$ cat src/rtl/mem_bus_ctrl.sv
// Arbitrates instruction-fetch and data load/store requests onto a single
// Avalon-MM master port; one outstanding transfer at a time.
module mem_bus_ctrl (
    input  logic        clk,
    input  logic        reset,
    input  logic        fetch_req,
    input  logic [31:0] fetch_addr,
    input  logic        data_rd_req,
    input  logic        data_wr_req,
    input  logic [31:0] data_addr,
    input  logic [3:0]  data_byteenable,
    input  logic [31:0] data_writedata,
    output logic [31:0] fetch_rdata,
    output logic        fetch_valid,
    output logic [31:0] data_rdata,
    output logic        data_valid,
    output logic        stall,
    output logic [31:0] address,
    output logic        read,
    output logic        write,
    output logic [3:0]  byteenable,
    output logic [31:0] writedata,
    input  logic [31:0] readdata,
    input  logic        waitrequest
);

    typedef enum logic [2:0] {
        IDLE,
        DATA_RD,
        DATA_WR,
        FETCH,
        RESP
    } state_t;

    state_t      state, state_d;
    logic        resp_fetch, resp_fetch_d;
    logic [31:0] address_d, writedata_d, fetch_rdata_d, data_rdata_d;
    logic [3:0]  byteenable_d;
    logic        read_d, write_d, fetch_valid_d, data_valid_d;
    logic        data_pending, fetch_pending;

    // A requester still sees its own request high in the cycle its valid
    // pulses; that request is already complete and must not be re-issued.
    assign data_pending  = (data_rd_req | data_wr_req) & ~data_valid;
    assign fetch_pending = fetch_req & ~fetch_valid;

    assign stall = (state != IDLE) | data_pending | fetch_pending;

    always_ff @(posedge clk or posedge reset) begin
        if (reset) begin
            state       <= IDLE;
            resp_fetch  <= 1'b0;
            address     <= '0;
            read        <= 1'b0;
            write       <= 1'b0;
            byteenable  <= '0;
            writedata   <= '0;
            fetch_rdata <= '0;
            fetch_valid <= 1'b0;
            data_rdata  <= '0;
            data_valid  <= 1'b0;
        end else begin
            state       <= state_d;
            resp_fetch  <= resp_fetch_d;
            address     <= address_d;
            read        <= read_d;
            write       <= write_d;
            byteenable  <= byteenable_d;
            writedata   <= writedata_d;
            fetch_rdata <= fetch_rdata_d;
            fetch_valid <= fetch_valid_d;
            data_rdata  <= data_rdata_d;
            data_valid  <= data_valid_d;
        end
    end

    always_comb begin
        state_d       = state;
        resp_fetch_d  = resp_fetch;
        address_d     = address;
        read_d        = read;
        write_d       = write;
        byteenable_d  = byteenable;
        writedata_d   = writedata;
        fetch_rdata_d = fetch_rdata;
        data_rdata_d  = data_rdata;
        fetch_valid_d = 1'b0;
        data_valid_d  = 1'b0;

        case (state)
            IDLE: begin
                if (data_pending) begin
                    if (data_byteenable == '0) begin
                        // Misaligned access: complete locally, no bus cycle.
                        data_valid_d = 1'b1;
                        data_rdata_d = '0;
                    end else begin
                        address_d    = data_addr;
                        byteenable_d = data_byteenable;
                        if (data_wr_req) begin
                            write_d     = 1'b1;
                            writedata_d = data_writedata;
                            state_d     = DATA_WR;
                        end else begin
                            read_d  = 1'b1;
                            state_d = DATA_RD;
                        end
                    end
                end else if (fetch_pending) begin
                    address_d    = fetch_addr;
                    byteenable_d = 4'b1111;
                    read_d       = 1'b1;
                    state_d      = FETCH;
                end
            end

            DATA_WR: begin
                if (!waitrequest) begin
                    write_d      = 1'b0;
                    data_valid_d = 1'b1;
                    state_d      = IDLE;
                end
            end

            DATA_RD, FETCH: begin
                if (!waitrequest) begin
                    read_d       = 1'b0;
                    resp_fetch_d = (state == FETCH);
                    state_d      = RESP;
                end
            end

            RESP: begin
                if (resp_fetch) begin
                    fetch_rdata_d = readdata;
                    fetch_valid_d = 1'b1;
                end else begin
                    data_rdata_d = readdata;
                    data_valid_d = 1'b1;
                end
                state_d = IDLE;
            end

            default: state_d = IDLE;
        endcase
    end

endmodule

$ cat config.mk
export PLATFORM = sky130hd
export DESIGN_NAME = mem_bus_ctrl
export DESIGN_NICKNAME = d
export VERILOG_FILES = /design/src/rtl/mem_bus_ctrl.sv
export SDC_FILE = /design/constraint.sdc
export NUM_CORES = 1
export LEC_CHECK = 0
export ABC_AREA = 1
export BUFFER_PORTS_ARGS = -buffer_cell sky130_fd_sc_hd__buf_2
export CAP_MARGIN = 20
export CORE_ASPECT_RATIO = 0.75
export CORE_MARGIN = 8
export CORE_UTILIZATION = 25
export DETAILED_ROUTE_END_ITERATION = 8
export PLACE_DENSITY = 0.5
export SYNTH_ARGS = -nofsm -noshare
export SYNTH_HDL_FRONTEND = slang
export SYNTH_SLANG_ARGS = --single-unit
export TNS_END_PERCENT = 30
$ cat constraint.sdc
create_clock -name clk -period 4.55 [get_ports clk]
set_clock_uncertainty 0.15 [all_clocks]
set_input_delay 0.2275 -clock clk [delete_from_list [all_inputs] [get_ports clk]]
set_output_delay 0.2275 -clock clk [all_outputs]
set_load 0.01 [all_outputs]
# Word-level counts from Yosys, hierarchy flattened
# Cells that the tools add are included.
[totals]
regBits = 140
latchBits = 0
ramBits = 0
romBits = 0
in_bits = 138
output_inout_bits = 137
wordCells = 85
n_memories = 0
[classes]
addsub = 0
n_mul = 0
div = 0
n_lt_le_gt_ge = 0
n_eq_ne = 15
shifts = 0
n_mux = 34
n_bitwise = 9
n_reduce_logical = 16
[ops]
columns = ["cell", "count"]
rows = [
  ["2-to-1 mux 32 bit", 6],
  ["case mux 32 bit (2 select lines)", 1],
  ["inequality test 2 bit, second input constant", 8],
  ["2-to-1 mux 3 bit", 5],
  ["2-to-1 mux 1 bit", 14],
  ["2-to-1 mux 4 bit", 3],
  ["AND reduction 4 bit", 3],
  ["AND reduction 5 bit", 2],
  ["inequality test 3 bit, second input constant", 3],
  ["case mux 3 bit (3 select lines)", 1],
  ["nonzero test 2 bit", 4],
  ["equality test 3 x 2 -> 1 bit, second input constant", 2],
  ["zero test 4 bit", 1],
  ["inverter 1 bit", 4],
  ["case mux 1 bit (2 select lines)", 2],
  ["AND reduction 2 bit", 2],
  ["equality test 3 x 1 -> 1 bit, second input constant", 1],
  ["equality test 3 bit, second input constant", 1],
  ["zero test 3 bit", 1],
  ["bitwise OR 1 bit", 3],
  ["case mux 1 bit (3 select lines)", 1],
  ["AND reduction 3 bit", 1],
  ["nonzero test 3 bit", 1],
  ["bitwise AND 1 bit", 2],
  ["other kinds (2)", 2],
]

# Depth between registers and ports, before layout
# Gate-level depths: netlist (run 1).
[depth]
word_depth = 5
mapped_depth = 9
depth_no_buf = 9

# Least setup slack after synthesis (run 1)
# Ideal clock, no wire load.
[synth_path]
path_type = "register to register"
start = "register state[0]"
end = "register writedata[8]"
setup_time_ps = 121
arrival_time_ps = 1300
required_ps = 4279
path_slack_ps = 2979
path_stages_with_launch = 10
path_buffers = 2
synth_period_minus_slack_ps = 1571
path_cell_list = "dfrtp_1 > inv_2 > nand2_1 > nor2_2 > nand2_1 > or2_1 > buf_6 > buf_6 > nand2_1 > o21ai_1"
[synth_via]
elab_chain_len = 2
[synth_rtl]
columns = ["item", "line", "text"]
rows = [
  ["start, declared", "35", "state_t state, state_d;"],
  ["start signal, assigned", "63", "state <= state_d;"],
  ["zero test 3 bit", "90", "case (state)"],
  ["AND reduction 4 bit (no line)", "--", ""],
  ["end signal, assigned", "69", "writedata <= writedata_d;"],
  ["end, declared", "22", "output logic [31:0] writedata,"],
]
# Every way passes these cells.
# A chain may end at the register's enable or synchronous reset.

# Final worst setup path (run 1)
[layout_path]
start = "register data_valid"
end = "register byteenable[3]"
[layout_via]
elab_chain_len = 4
elab_cells_between_ends = 6
classes_between = "1 x eq/ne; 1 x mux; 2 x bitwise; 2 x reduce/logical"
[layout_rtl]
columns = ["item", "line", "text"]
rows = [
  ["start, declared", "16", "output logic data_valid,"],
  ["start signal, assigned", "73", "data_valid <= data_valid_d;"],
  ["inverter 1 bit *", "44", "assign data_pending = (data_rd_req | data_wr_req) & ~data_valid;"],
  ["bitwise AND 1 bit *", "44", ""],
  ["inequality test 2 bit (no line) / nonzero test 2 bit (equally long branches)", "--", ""],
  ["AND reduction 3 bit (no line)", "--", ""],
  ["end signal, assigned", "68", "byteenable <= byteenable_d;"],
  ["end, declared", "21", "output logic [3:0] byteenable,"],
]
# Every way passes the cells marked *; elsewhere a longest branch is shown, timed or not.

==> impl_metrics.yaml, run 1 <==
clock_tree:
  numClockSinks: 140
  cts_tree: "yes"
  cts_buffers: 17
  post-cts-setup-buffers: 0
  clkTransAtPathRegs_ns: 0.06
  clockBufferDepth: 2
  clk_latency_ns: 0.41
  cts_htree_levels: 4
  clock-root-buffer: "clkbuf_16"
cells_and_area:
  drive_gt1_share_pct: 32.7
  final_util_pct: 40.3
  antennaDiodeCount: 0
  final_cell_area_sq_mm: 0.00963
  nets: 1238
  num-fill-cells: 2445
  syn_to_final_growth_pct: 58.9
sta:
  fin_crit_sh_pct: 67.5
  layout_min_cycle_time_ns: 3.07
  fin_setup_tns_ns: 0
  relSlewSlack_pct: 33.2
  hold_viol_final: 0
  rsz0062_at_grt: "false"
  setup-violations-final: 0
  drv_slew: 0
  setup_slack_ns: 1.48
  fmax_mhz: 326
  whs_ns: 0.132
  worst_pin_slew_ns: 1.00
drt:
  firstDrtPassIters: 5
  drtIter0Drc: 234
  routedWlPerCell_um: 14.6
  wl_um: 20700
  detail_route.vias_per_cell: 4.10
  vias: 5812
  postRouteAntennaNets: 0
  drc: 0
power_and_ir_drop:
  pwr-share-comb_pct: 40.7
  leakage_nw: 5.30
  ir_drop_uv: 246
  pwr-share-seq_pct: 35.1
  p_sw_w: 0.00231
  p_clk_share_pct: 24.2
  p_int_w: 0.00379
  switching_share_pct: 37.9
  p_per_area_mw_per_mm2: 634
global_route:
  grt_pass1_vias: 6030
  gr-total-overflow: 0
  grt_use_total_pct: 13.9
  antenna_found_initial: 0
  grt_pass1_wl_um: 32700
  grt_max_degree: 66
  grt_use_met1_pct: 17.3
  grt_busiest_layer: "met2"
  grtUsageMet3_pct: 4.04
  met2_usage_pct: 22.9
setup_path:
  end_kind: "flop"
  rrSetupSlack_ns: 1.48
  worstPathArrival_ns: 3.28
  critPathMaxFanout: 37
  r2r.worst_path.cells: 7
  r2r-start: "data_valid$_DFF_PP0_"
  cp-start-kind: "flop"
  setup.worst_path.end: "byteenable[3]$_DFFE_PP0P_"
  critPathKind: "flop to flop"
  timing.rr.end: "byteenable[3]$_DFFE_PP0P_"
  crit_start: "data_valid$_DFF_PP0_"
  required_ns: 4.75
synthesis:
  synth.area.top_cells: "dfrtp_1, nand2_1, o21ai_0, inv_1, o21ai_1"
  synth.distinct_cells: 26
  syn_area_sq_mm: 0.00606
  synth_cells: 703
  yosysTopAreaCellShare_pct: 57.8
  synth.top_cells.by_count: "nand2_1, dfrtp_1, inv_1"
  synth_edf_count: 0
  synth_top_cell_by_area: "dfrtp_1"
  ys.flop_type: "dfrtp_1"
  async_flop_share_pct: 100
  yosys_warnings: 0
  syn_nets: 841
  synth_seq_cells: 140
  syn_area_per_cell_sq_um: 8.62
  yosysMostFrequentCell: "nand2_1"
  yosysSeqAreaShare_pct: 57.8
job:
  drv_cap: 0
placed_design:
  port_buffers: 274
  dp_hpwl_um: 14200
  dpl_cell_area_sq_mm: 0.00765
  place_ws_ns: 1.45
  place.gp.congestion: 0.756
floorplan:
  rows: 49
  design.core.area_sq_mm: 0.0239
  die-area_sq_mm: 0.0295
  initial_core_util_pct: 25.4
  die_w_um: 196
  die_h_um: 151
  pin_count: 275
status:
  status: "completed"
hold_path:
  worstHoldPathType: "input pin to flop"
-- kinds of logic after synthesis --
family	share of synthesized area [%]
simple gates	21.5
flops	57.8
compound gates	12.4
buf+inv	8.21
-- power by group through the flow --
stage	registers [W]	logic, W	clock network, W
floorplan	0.00242	0.00112	0
global placement	0.00216	0.00232	0
detailed placement	0.00216	0.00235	0
CTS	0.00215	0.00254	0.00153
global route	0.00222	0.00277	0.00158
finish	0.00214	0.00248	0.00148
-- worst min-delay path by stage --
stage,startpoint,endpoint,depth (start not counted)
final,data_wr_req,state[1]$_DFFE_PP0P_,5
after global routing,data_wr_req,state[1]$_DFFE_PP0P_,5
after detailed placement,reset,writedata[22]$_DFFE_PP0P_,2
after global placement,reset,fetch_rdata[4]$_DFFE_PP0P_,2
after CTS,data_wr_req,state[1]$_DFFE_PP0P_,5
after floorplan,waitrequest,state[2]$_DFFE_PP0P_,1
-- metal layers --
layer  routed length, um  up-vias  share of wire (%)
li1                    -     2979                  -
met1                9260     2663                 45
met2                9970      149                 48
met3                1100       21                5.3
met4                 349        0                1.7
met5                   0        -                  0
-- registers in the layout (all words and copies together) (netlist names) --
register,cells
address,32
byteenable,4
data_rdata,32
data_valid,1
fetch_rdata,32
fetch_valid,1
read,1
resp_fetch,1
state,3
write,1
writedata,32
-- what timing repair did --
| item | CTS | global route |
|---|---|---|
| hold buffers | 134 | 0 |
| hold endpoints to repair | 195 | 0 |
| gates resized for setup | 0 | 0 |
-- layout by cell type, fill, tap and decap left out, types with 17 or more instances in the layout --
master and count:
dfrtp_1 140, nand2_1 274, o21ai_1 43, buf_2 274
dlygate4sd3_1 134, clkbuf_16 17, nand2_2 20, o21ai_0 64
inv_1 71, o21ai_2 23
-- per-stage QoR --
step / power (W) / instances
6_report: 0.00611 / 1418
5_1_grt: 0.00657 / 1418
4_1_cts: 0.00621 / 1417
3_5_place_dp: 0.00451 / 1252
3_3_place_gp: 0.00448 / 1252
2_1_floorplan: 0.00354 / 703
-- area by class of cell --
cell class	instances	area, sq um	area share, %
multi-input combinational	452	2070	21.4
inverter	76	293	3.04
sequential	140	3500	36.4
tap	306	383	3.98
timing repair buffer	413	2760	28.7
clock inverter	12	170	1.77
clock buffer	19	453	4.70
-- critical path, cell delays in order, from the launching register on --
cell     delay (ns)
dfrtp_1        0.45
nor2_8         0.46
inv_4          0.27
nand2_1        0.15
nand2_2        0.38
nor2_4         0.78
o21ai_0        0.22
nand2_1        0.10
Note: power is estimated with default switching activity, not from simulation.
==> run 2, diff against run 1 <==
- clock period: 4.55 -> 2.9 ns (I/O delays scaled with it)
==> impl_metrics.yaml, run 2 (same netlist as run 1, synthesis figures left out) <==
setup_path:
  slowest_stage: "dfrtp_1"
  worstPathArrival_ns: 1.86
  r2r.worst_path.cells: 9
  worstPathCellList: "nor2_1, nand2_1, nor2_1, nand2_1, buf_2"
  path_buf_inv: 1
  critPathMaxFanout: 16
  r2r-start: "data_valid$_DFF_PP0_"
  required_ns: 2.61
  cp-start-kind: "flop"
  max_stage_delay_ns: 0.48
  critPathKind: "flop to output port"
  rrSetupSlack_ns: 0.75
  timing.rr.end: "byteenable[2]$_DFFE_PP0P_"
  cp_top_family: "simple AND/OR/NAND/NOR gates"
  end_kind: "output port"
floorplan:
  pin_count: 275
  design.core.area_sq_mm: 0.0239
  die_h_um: 151
  die_w_um: 196
  rows: 49
  die-area_sq_mm: 0.0295
  initial_core_util_pct: 25.4
drt:
  firstDrtPassIters: 5
  routedWlPerCell_um: 14.6
  drc: 0
  wl_um: 20700
  detail_route.vias_per_cell: 4.14
  vias: 5888
  drtIter0Drc: 246
  postRouteAntennaNets: 0
clock_tree:
  cts_tree: "yes"
  cts_buffers: 17
  clk_latency_ns: 0.42
  clkTransAtPathRegs_ns: 0.06
  post-cts-setup-buffers: 0
  clock-root-buffer: "clkbuf_16"
  cts_htree_levels: 4
  numClockSinks: 140
  clockBufferDepth: 2
power_and_ir_drop:
  pwr-share-seq_pct: 35.8
  p_clk_share_pct: 22.5
  ir_drop_uv: 369
  switching_share_pct: 38.9
  leakage_nw: 5.28
  pwr-share-comb_pct: 41.6
  p_per_area_mw_per_mm2: 982
  p_sw_w: 0.00367
  p_int_w: 0.00576
cells_and_area:
  drive_gt1_share_pct: 32.8
  nets: 1240
  final_cells: 1421
  syn_to_final_growth_pct: 58.3
  antennaDiodeCount: 0
  final_cell_mix: "nand2_1, buf_2, dfrtp_1"
  final_util_pct: 40.1
sta:
  setup_slack_ns: 0.746
  fin_crit_sh_pct: 74.3
  setup-violations-final: 0
  hold_viol_final: 0
  relSlewSlack_pct: 34.1
  fin_setup_tns_ns: 0
  drv_slew: 0
  layout_min_cycle_time_ns: 2.15
  worst_pin_slew_ns: 0.988
  fmax_mhz: 464
  whs_ns: 0.0587
  rsz0062_at_grt: "false"
placed_design:
  dp_hpwl_um: 14100
  dp_cells: 1255
  port_buffers: 274
  place.gp.congestion: 0.763
  place_ws_ns: 0.711
hold_path:
  worstHoldEndpoint: "state[1]$_DFFE_PP0P_"
  worstHoldPathType: "input pin to flop"
  hold_start: "data_wr_req"
  hold_depth: 5
job:
  drv_cap: 0
global_route:
  grt_use_total_pct: 13.8
  gr-total-overflow: 0
  grt_pass1_wl_um: 32400
  grt_max_degree: 141
  grt_pass1_vias: 6020
  antenna_found_initial: 0
status:
  status: "completed"
==> run 2: cell types whose count changed in the layout (fill, tap and decap cells not counted) <==
cell	before	now
clkbuf_1	0	1
clkbuf_8	2	4
buf_4	4	6
clkinvlp_4	1	2
bufinv_16	4	1
==> run 2: repair_timing <==
| item | in CTS | in global routing |
|---|---|---|
| gates resized for setup | 0 | 0 |
| endpoints found under the hold margin | 277 | 0 |
| hold buffers | 134 | 0 |
==> run 2: how the worst max path moves through the flow <==
stage	start	end	slack (ns)	depth (start not counted)
after floorplan	reset	address[0]$_DFFE_PP0P_	0.86	1
after global placement	data_wr_req	byteenable[1]$_DFFE_PP0P_	0.75	11
after detailed placement	data_wr_req	byteenable[2]$_DFFE_PP0P_	0.71	11
after CTS	state[1]$_DFFE_PP0P_	stall	0.72	5
after global routing	data_valid$_DFF_PP0_	byteenable[2]$_DFFE_PP0P_	0.56	9
final	state[1]$_DFFE_PP0P_	stall	0.75	5
==> run 2: worst register-to-register path: stages (launching register included) <==
cell     delay, ns
dfrtp_1       0.45
nor2_8        0.19
inv_4         0.17
nand2_1       0.12
nand2_2       0.04
buf_4         0.24
nor2_4        0.11
buf_4         0.36
o21ai_0       0.18
nand2_1       0.08
==> run 2: area by class of cell <==
class | instances | area, sq um
fillers | 2418 | 14300
flip-flops and latches | 140 | 3500
repair buffers | 415 | 2780
multi-input cells | 452 | 2070
clock buffers | 22 | 484
well taps | 306 | 383
inverters | 76 | 292
clock inverters | 10 | 88.8
==> run 2: metal layers <==
layer | global-route usage (%) | up-vias | share of wire, %
met5 | 0 | - | 0
li1 | - | 2978 | -
met1 | 17.7 | 2730 | 47
met4 | 4.57 | 0 | 2.0
met3 | 4.33 | 23 | 4.8
met2 | 21.8 | 157 | 47
==> run 2: metrics by stage <==
| stage | area (sq um) | total power, W |
|---|---|---|
| after detailed placement | 7680 | 0.00710 |
| after floorplan | 6070 | 0.00556 |
| after global placement | 7680 | 0.00705 |
| after CTS | 9590 | 0.00957 |
| after global routing | 9590 | 0.0102 |
| final | 9590 | 0.00942 |
==> run 2: power groups by stage <==
stage                     Combinational, W  Clock (W)  Sequential (W)
final                              0.00392    0.00212         0.00338
after global routing               0.00438    0.00229         0.00349
after CTS                          0.00399    0.00220         0.00338
after detailed placement           0.00370          0         0.00339
after global placement             0.00365          0         0.00341
after floorplan                    0.00175          0         0.00380
